[src/rtl/lsu_pkg.sv]
// Shared definitions for the load/store unit: FSM encoding, funct3 codes
// and the store-lane helpers used when a store is accepted.
package lsu_pkg;

    typedef enum logic [1:0] {
        S_IDLE = 2'd0,
        S_REQ  = 2'd1,
        S_WAIT = 2'd2,
        S_DONE = 2'd3
    } lsu_state_e;

    localparam logic [2:0] F3_B  = 3'b000;
    localparam logic [2:0] F3_H  = 3'b001;
    localparam logic [2:0] F3_W  = 3'b010;
    localparam logic [2:0] F3_BU = 3'b100;
    localparam logic [2:0] F3_HU = 3'b101;

    // Halfwords must sit on even addresses, words on multiples of four.
    // Unlisted funct3 codes behave as word accesses.
    function automatic logic is_misaligned(input logic [2:0] f3, input logic [1:0] off);
        logic mis;
        case (f3)
            F3_B, F3_BU: mis = 1'b0;
            F3_H, F3_HU: mis = off[0];
            default:     mis = (off != 2'b00);
        endcase
        return mis;
    endfunction

    // Byte enables for a store of the given size at the given byte offset.
    function automatic logic [3:0] store_strb(input logic [2:0] f3, input logic [1:0] off);
        logic [3:0] strb;
        case (f3)
            F3_B, F3_BU: strb = 4'b0001 << off;
            F3_H, F3_HU: strb = 4'b0011 << off;
            default:     strb = 4'b1111;
        endcase
        return strb;
    endfunction

    // Store data replicated to every lane so the strobes alone select bytes.
    function automatic logic [31:0] store_lanes(input logic [2:0] f3, input logic [31:0] d);
        logic [31:0] lanes;
        case (f3)
            F3_B, F3_BU: lanes = {4{d[7:0]}};
            F3_H, F3_HU: lanes = {2{d[15:0]}};
            default:     lanes = d;
        endcase
        return lanes;
    endfunction

endpackage

[src/rtl/lsu_if.sv]
// Data-bus bundle between the load/store unit (master) and memory (slave).
interface lsu_if;
    logic        bus_req;
    logic        bus_we;
    logic [31:0] bus_addr;
    logic [31:0] bus_wdata;
    logic [3:0]  bus_wstrb;
    logic        bus_gnt;
    logic        bus_rvalid;
    logic [31:0] bus_rdata;

    modport master (
        output bus_req, bus_we, bus_addr, bus_wdata, bus_wstrb,
        input  bus_gnt, bus_rvalid, bus_rdata
    );

    modport slave (
        input  bus_req, bus_we, bus_addr, bus_wdata, bus_wstrb,
        output bus_gnt, bus_rvalid, bus_rdata
    );
endinterface

[src/rtl/lsu_load_align.sv]
// Picks the addressed byte/halfword out of a read word and extends it.
module lsu_load_align
    import lsu_pkg::*;
(
    input  logic [31:0] rdata,
    input  logic [1:0]  offset,
    input  logic [2:0]  funct3,
    output logic [31:0] data
);

    logic [31:0] shifted_s;
    logic [7:0]  byte_s;
    logic [15:0] half_s;

    // Lane selection and sign/zero extension of the loaded value.
    always_comb begin
        shifted_s = rdata >> {offset, 3'b000};
        byte_s    = shifted_s[7:0];
        half_s    = offset[1] ? rdata[31:16] : rdata[15:0];
        case (funct3)
            F3_B:    data = {{24{byte_s[7]}}, byte_s};
            F3_H:    data = {{16{half_s[15]}}, half_s};
            F3_BU:   data = {24'h000000, byte_s};
            F3_HU:   data = {16'h0000, half_s};
            default: data = rdata;
        endcase
    end

endmodule

[src/rtl/load_store_unit.sv]
// Load/store unit: turns the ALU result into a bus access, stalls the core
// until the access completes, faults on misalignment or times out.
module load_store_unit
    import lsu_pkg::*;
#(
    parameter int TIMEOUT_CYCLES = 255
) (
    input  logic        clk,
    input  logic        rst,
    input  logic        lsu_valid,
    input  logic        mem_read,
    input  logic        mem_write,
    input  logic [2:0]  funct3,
    input  logic [31:0] alu_result,
    input  logic [31:0] store_data,
    output logic        lsu_stall,
    output logic        lsu_done,
    output logic [31:0] load_data,
    output logic        lsu_misaligned,
    output logic        lsu_bus_err,
    lsu_if.master       bus
);

    localparam logic [15:0] TO_LAST = 16'(TIMEOUT_CYCLES - 1);

    lsu_state_e  state_r, state_s;
    logic [15:0] cnt_r;
    logic [31:0] addr_r, wdata_r, ldata_r, align_s;
    logic [3:0]  wstrb_r;
    logic [2:0]  f3_r;
    logic [1:0]  off_r;
    logic        we_r, done_r, mis_r, err_r;
    logic        new_op_s, mis_s, timeout_s, busy_s;
    logic        accept_s, mis_set_s, err_set_s, capture_s;

    assign new_op_s  = lsu_valid & (mem_read | mem_write);
    assign mis_s     = is_misaligned(funct3, alu_result[1:0]);
    assign busy_s    = (state_r == S_REQ) | (state_r == S_WAIT);
    assign timeout_s = busy_s & (cnt_r == TO_LAST);

    // Next-state selection and one-cycle event strobes for the FSM.
    always_comb begin
        state_s   = state_r;
        accept_s  = 1'b0;
        mis_set_s = 1'b0;
        err_set_s = 1'b0;
        capture_s = 1'b0;
        case (state_r)
            S_IDLE: begin
                if (new_op_s && mis_s) begin
                    state_s   = S_DONE;
                    mis_set_s = 1'b1;
                end else if (new_op_s) begin
                    state_s  = S_REQ;
                    accept_s = 1'b1;
                end else begin
                    state_s = S_IDLE;
                end
            end
            S_REQ: begin
                if (timeout_s) begin
                    state_s   = S_DONE;
                    err_set_s = 1'b1;
                end else if (bus.bus_gnt) begin
                    state_s = S_WAIT;
                end else begin
                    state_s = S_REQ;
                end
            end
            S_WAIT: begin
                // A response arriving on the last allowed cycle still counts.
                if (bus.bus_rvalid) begin
                    state_s   = S_DONE;
                    capture_s = 1'b1;
                end else if (timeout_s) begin
                    state_s   = S_DONE;
                    err_set_s = 1'b1;
                end else begin
                    state_s = S_WAIT;
                end
            end
            S_DONE:  state_s = S_IDLE;
            default: state_s = S_IDLE;
        endcase
    end

    // FSM state register.
    always_ff @(posedge clk or negedge rst) begin
        if (!rst) begin
            state_r <= S_IDLE;
        end else begin
            state_r <= state_s;
        end
    end

    // Access latches captured when a bus access is accepted.
    always_ff @(posedge clk or negedge rst) begin
        if (!rst) begin
            addr_r  <= 32'h0000_0000;
            off_r   <= 2'b00;
            f3_r    <= 3'b000;
            we_r    <= 1'b0;
            wdata_r <= 32'h0000_0000;
            wstrb_r <= 4'b0000;
        end else if (accept_s) begin
            addr_r  <= {alu_result[31:2], 2'b00};
            off_r   <= alu_result[1:0];
            f3_r    <= funct3;
            we_r    <= mem_write;
            wdata_r <= mem_write ? store_lanes(funct3, store_data) : 32'h0000_0000;
            wstrb_r <= mem_write ? store_strb(funct3, alu_result[1:0]) : 4'b0000;
        end
    end

    // Timeout counter: cleared on REQ entry, counting through REQ and WAIT.
    always_ff @(posedge clk or negedge rst) begin
        if (!rst) begin
            cnt_r <= 16'h0000;
        end else if (accept_s || !busy_s) begin
            cnt_r <= 16'h0000;
        end else begin
            cnt_r <= cnt_r + 16'h0001;
        end
    end

    // Completion outputs, registered so they are valid exactly in DONE.
    always_ff @(posedge clk or negedge rst) begin
        if (!rst) begin
            done_r  <= 1'b0;
            mis_r   <= 1'b0;
            err_r   <= 1'b0;
            ldata_r <= 32'h0000_0000;
        end else begin
            done_r  <= (state_s == S_DONE);
            mis_r   <= mis_set_s;
            err_r   <= err_set_s;
            ldata_r <= (capture_s && !we_r) ? align_s : 32'h0000_0000;
        end
    end

    lsu_load_align u_load_align (
        .rdata  (bus.bus_rdata),
        .offset (off_r),
        .funct3 (f3_r),
        .data   (align_s)
    );

    assign lsu_stall      = ((state_r == S_IDLE) & new_op_s) | busy_s;
    assign lsu_done       = done_r;
    assign lsu_misaligned = mis_r;
    assign lsu_bus_err    = err_r;
    assign load_data      = ldata_r;

    assign bus.bus_req    = (state_r == S_REQ);
    assign bus.bus_we     = we_r;
    assign bus.bus_addr   = addr_r;
    assign bus.bus_wdata  = wdata_r;
    assign bus.bus_wstrb  = wstrb_r;

endmodule

[src/flat_wrapper.sv]
// flat-port wrapper written by rule: the top's interface ports become plain ports
module load_store_unit_flat import lsu_pkg::*;
#(
    parameter int TIMEOUT_CYCLES = 255
)
  (clk, rst, lsu_valid, mem_read, mem_write, funct3, alu_result, store_data, lsu_stall, lsu_done, load_data, lsu_misaligned, lsu_bus_err, bus_bus_req, bus_bus_we, bus_bus_addr, bus_bus_wdata, bus_bus_wstrb, bus_bus_gnt, bus_bus_rvalid, bus_bus_rdata);
  lsu_if bus_i ();
  input  logic clk;
  input  logic rst;
  input  logic lsu_valid;
  input  logic mem_read;
  input  logic mem_write;
  input  logic [2:0] funct3;
  input  logic [31:0] alu_result;
  input  logic [31:0] store_data;
  output logic lsu_stall;
  output logic lsu_done;
  output logic [31:0] load_data;
  output logic lsu_misaligned;
  output logic lsu_bus_err;
  output wire logic [$bits(bus_i.bus_req)-1:0] bus_bus_req;
  output wire logic [$bits(bus_i.bus_we)-1:0] bus_bus_we;
  output wire logic [$bits(bus_i.bus_addr)-1:0] bus_bus_addr;
  output wire logic [$bits(bus_i.bus_wdata)-1:0] bus_bus_wdata;
  output wire logic [$bits(bus_i.bus_wstrb)-1:0] bus_bus_wstrb;
  input wire logic [$bits(bus_i.bus_gnt)-1:0] bus_bus_gnt;
  input wire logic [$bits(bus_i.bus_rvalid)-1:0] bus_bus_rvalid;
  input wire logic [$bits(bus_i.bus_rdata)-1:0] bus_bus_rdata;
  assign bus_bus_req = bus_i.bus_req;
  assign bus_bus_we = bus_i.bus_we;
  assign bus_bus_addr = bus_i.bus_addr;
  assign bus_bus_wdata = bus_i.bus_wdata;
  assign bus_bus_wstrb = bus_i.bus_wstrb;
  assign bus_i.bus_gnt = bus_bus_gnt;
  assign bus_i.bus_rvalid = bus_bus_rvalid;
  assign bus_i.bus_rdata = bus_bus_rdata;
  load_store_unit #(.TIMEOUT_CYCLES(TIMEOUT_CYCLES)) u_core (.clk(clk), .rst(rst), .lsu_valid(lsu_valid), .mem_read(mem_read), .mem_write(mem_write), .funct3(funct3), .alu_result(alu_result), .store_data(store_data), .lsu_stall(lsu_stall), .lsu_done(lsu_done), .load_data(load_data), .lsu_misaligned(lsu_misaligned), .lsu_bus_err(lsu_bus_err), .bus(bus_i));
endmodule
[config.mk]
export PLATFORM = sky130hd
export DESIGN_NAME = load_store_unit_flat
export DESIGN_NICKNAME = d
export VERILOG_FILES = /design/src/rtl/lsu_pkg.sv /design/src/rtl/lsu_if.sv /design/src/rtl/lsu_load_align.sv /design/src/rtl/load_store_unit.sv /design/src/flat_wrapper.sv
export SDC_FILE = /design/constraint.sdc
export NUM_CORES = 1
export LEC_CHECK = 0
export CAP_MARGIN = 15
export CORE_UTILIZATION = 41
export CTS_BUF_LIST = sky130_fd_sc_hd__clkbuf_4 sky130_fd_sc_hd__clkbuf_8
export DETAILED_ROUTE_END_ITERATION = 6
export PLACE_DENSITY = 0.78
export SLEW_MARGIN = 25
export SYNTH_ARGS = -nofsm -noshare
export SYNTH_HDL_FRONTEND = slang
export SYNTH_SLANG_ARGS = --single-unit
[constraint.sdc]
create_clock -name clk -period 1.9 [get_ports clk]
set_input_delay 0.475 -clock clk [delete_from_list [all_inputs] [get_ports clk]]
set_output_delay 0.475 -clock clk [all_outputs]
set_load 0.005 [all_outputs]
==> results <==
[worst max-delay path, cell delays in order]
cell	delay, ps
clkdlybuf4s50_1	420
o211ai_1	320
nand2b_4	80
buf_6	120
[sequential cells by signal, indices dropped and copies added, names as in the netlist, 2 cells and up]
name                  count
u_core.bus.bus_wstrb      4
u_core.bus.bus_wdata     32
u_core.bus.bus_addr      30
u_core.cnt_r             16
u_core.off_r              2
u_core.f3_r               3
u_core.load_data         32
u_core.state_r            2
[per-stage QoR]
step,total power [W],setup TNS [ps],cell area [um2],worst slack [ps],hold slack (ps)
after floorplan,0.005818,0,5640,80.43,179.4
after global placement,0.008382,-18290,8205,-268.7,456.5
after detailed placement,0.008560,-24820,8205,-334.2,465.9
after CTS,0.01121,-11.46,8711,-11.44,477.7
after global routing,0.01180,-94.84,8751,-38.39,501.9
final,0.01115,0,8751,4.831,480.7
[cells in the mapped netlist (2+ instances only)]
| cell type | count |
|---|---|
| a21o_1 | 16 |
| a21oi_1 | 18 |
| a31oi_1 | 8 |
| and4_1 | 3 |
| buf_1 | 2 |
| buf_2 | 6 |
| buf_4 | 2 |
| buf_6 | 2 |
| clkbuf_1 | 21 |
| dfrtp_1 | 125 |
| ha_1 | 6 |
| inv_1 | 14 |
| mux2_2 | 42 |
| mux2i_1 | 24 |
| nand2_1 | 80 |
| nand2b_1 | 2 |
| nand3_1 | 6 |
| nand4_1 | 4 |
| nor2_1 | 25 |
| nor2b_1 | 2 |
| nor4b_1 | 2 |
| o211ai_1 | 2 |
| o21a_1 | 2 |
| o21ai_0 | 48 |
| o221a_2 | 7 |
| o31ai_1 | 18 |
| or3_1 | 3 |
| xor2_1 | 9 |
[final timing paths]
kind,end,from,cells past startpoint,slack (ps)
min,u_core.bus.bus_wdata[30]$_DFFE_PN0P_,u_core.bus.bus_wdata[30]$_DFFE_PN0P_,2,480
max reg2reg,u_core.bus.bus_addr[12]$_DFFE_PN0P_,u_core.state_r[1]$_DFF_PN0_,7,60
min in group asynchronous,u_core.bus.bus_addr[10]$_DFFE_PN0P_,rst,2,540
min reg2reg,u_core.bus.bus_wdata[30]$_DFFE_PN0P_,u_core.bus.bus_wdata[30]$_DFFE_PN0P_,2,480
max,lsu_stall,mem_read,4,5
max in group asynchronous,u_core.load_data[14]$_DFF_PN0_,rst,3,790
[routing by layer]
| layer | up-vias | track usage, % | routed length (um) |
|---|---|---|---|
| met2 | 178 | 38.26 | 7747 |
| met1 | 2385 | 27.73 | 6575 |
| met5 | - | 0 | 0 |
| li1 | 2296 | - | - |
| met4 | 0 | 10.44 | 385 |
| met3 | 37 | 5.891 | 1043 |
[power breakdown]
part	internal, W	total [W]	switching [W]
clock	0.00143	0.00246	0.00103
combinational	0.00279	0.00463	0.00184
sequential	0.00354	0.00406	0.000523
[final cells by class]
type	instances	area, um2	area share, %
tap	176	220.2	2.516
multi-input combinational	344	2359	26.95
clock inverter	10	137.6	1.573
clock buffer	22	290.3	3.317
inverter	15	56.30	0.6434
timing repair buffer	259	2560	29.25
sequential	125	3128	35.74
[logic make-up after synthesis]
| family | share of synthesized area [%] |
|---|---|
| multiplexers | 13.05 |
| AO/OA/AOI/OAI | 14.23 |
| adder cells (fa/ha/maj) | 1.332 |
| other | 0.06653 |
| flip-flops | 55.49 |
| AND/OR/NAND/NOR | 10.54 |
| XOR/XNOR | 1.554 |
| buffers and inverters | 3.729 |
[repair_timing]
| action | in CTS | in global routing |
|---|---|---|
| buffers inserted | 4 | 0 |
| endpoints found under the setup margin | 2 | 40 |
| hold buffers | 1 | 0 |
| pin swaps | 1 | 2 |
| gates resized for setup | 14 | 6 |
| gates cloned | 0 | 2 |
| endpoints found under the hold margin | 29 | 0 |
==> results.json <==
{
  "drc_errors": 0,
  "cts_sinks": 125,
  "synth_top_area_cell": "dfrtp_1",
  "dieArea_um2": 14220,
  "drt_wl_total_mm": 15.75,
  "core_um2": 13350,
  "fmax_mhz": 527.7,
  "final_cell_mix": "206 x clkdlybuf4s50_1, 125 x dfrtp_1, 79 x nand2_1",
  "finish.utilization_pct": 65.56,
  "vias": 4896,
  "track_usage_pct": 22.92,
  "ios": 212,
  "required_ps": 1420,
  "ys_seq_area_share_pct": 55.49,
  "async_flop_share_pct": 100.0,
  "root_buffer": "clkbuf_8",
  "status": "finished, final reports clean",
  "p_leak_nw": 3.977,
  "synth-seq-cells": 125,
  "path_max_fanout": 2,
  "end_kind": "output port",
  "final_nets": 874,
  "synthDominantCellAreaShare_pct": 55.49,
  "wl_per_cell_um": 16.56,
  "yosysUniqueCellTypes": 45,
  "final.fill_count": 1078,
  "vias_per_cell": 5.148,
  "slew_violations": 0,
  "grt_max_degree": 49,
  "grt_pass1_vias": 4941,
  "cts.path.max_buffers": 2,
  "min_path_type": "reg2reg",
  "synth-main-ff-cell": "dfrtp_1",
  "synthCells": 516,
  "grt_first_pass_wirelength_mm": 25.05,
  "maxSlewHeadroom_pct": 60.20,
  "initial_core_util_pct": 42.23,
  "cts_made_buffers": 17,
  "fin_cells": 951,
  "placementRows": 42,
  "final_common_cell": "clkdlybuf4s50_1",
  "setup_viol": 0,
  "dp.cells": 912,
  "skew_ps": 15.58,
  "hold_viol": 0,
  "ir_worst_vdd_uv": 790.7,
  "worst-setup-path-type": "in2out",
  "clk_pin_slew_ps": 70,
  "antenna_found_initial": 0,
  "tightest_slew_ps": 597.0,
  "drive_above_1_share_pct": 18.84,
  "ctsHtreeMaxLevel": 4,
  "antenna_cells": 0,
  "period_minus_slack_ps": 1895,
  "portBuffers": 209,
  "first_pass_iters": 4,
  "synth_edf_count": 0,
  "cp.arrival_ps": 1420,
  "drt-initial-drc-count": 232,
  "cts_tree": "yes",
  "dieWidth_um": 119.3,
  "area_growth_pct": 55.25,
  "fin_crit_sh_pct": 99.75,
  "gp_congestion": 0.8917,
  "ys_warn_count": 0,
  "grt_setup_unrepaired": "true",
  "p_per_area_nw_per_um2": 1274,
  "grt-ovfl-total": 0,
  "syn_area_um2": 5637,
  "syn_area_per_cell_um2": 10.92,
  "startpoint_type": "input port",
  "ant_nets": 0,
  "die_h_um": 119.3,
  "clk_latency_ps": 450,
  "dp_hpwl_mm": 11.74,
  "yosys-top-cells-area": "dfrtp_1 55%, mux2_2 8.4%, nand2_1 5.3%",
  "drv_cap": 0
}
No activity file was read; power rests on OpenSTA's default activity.
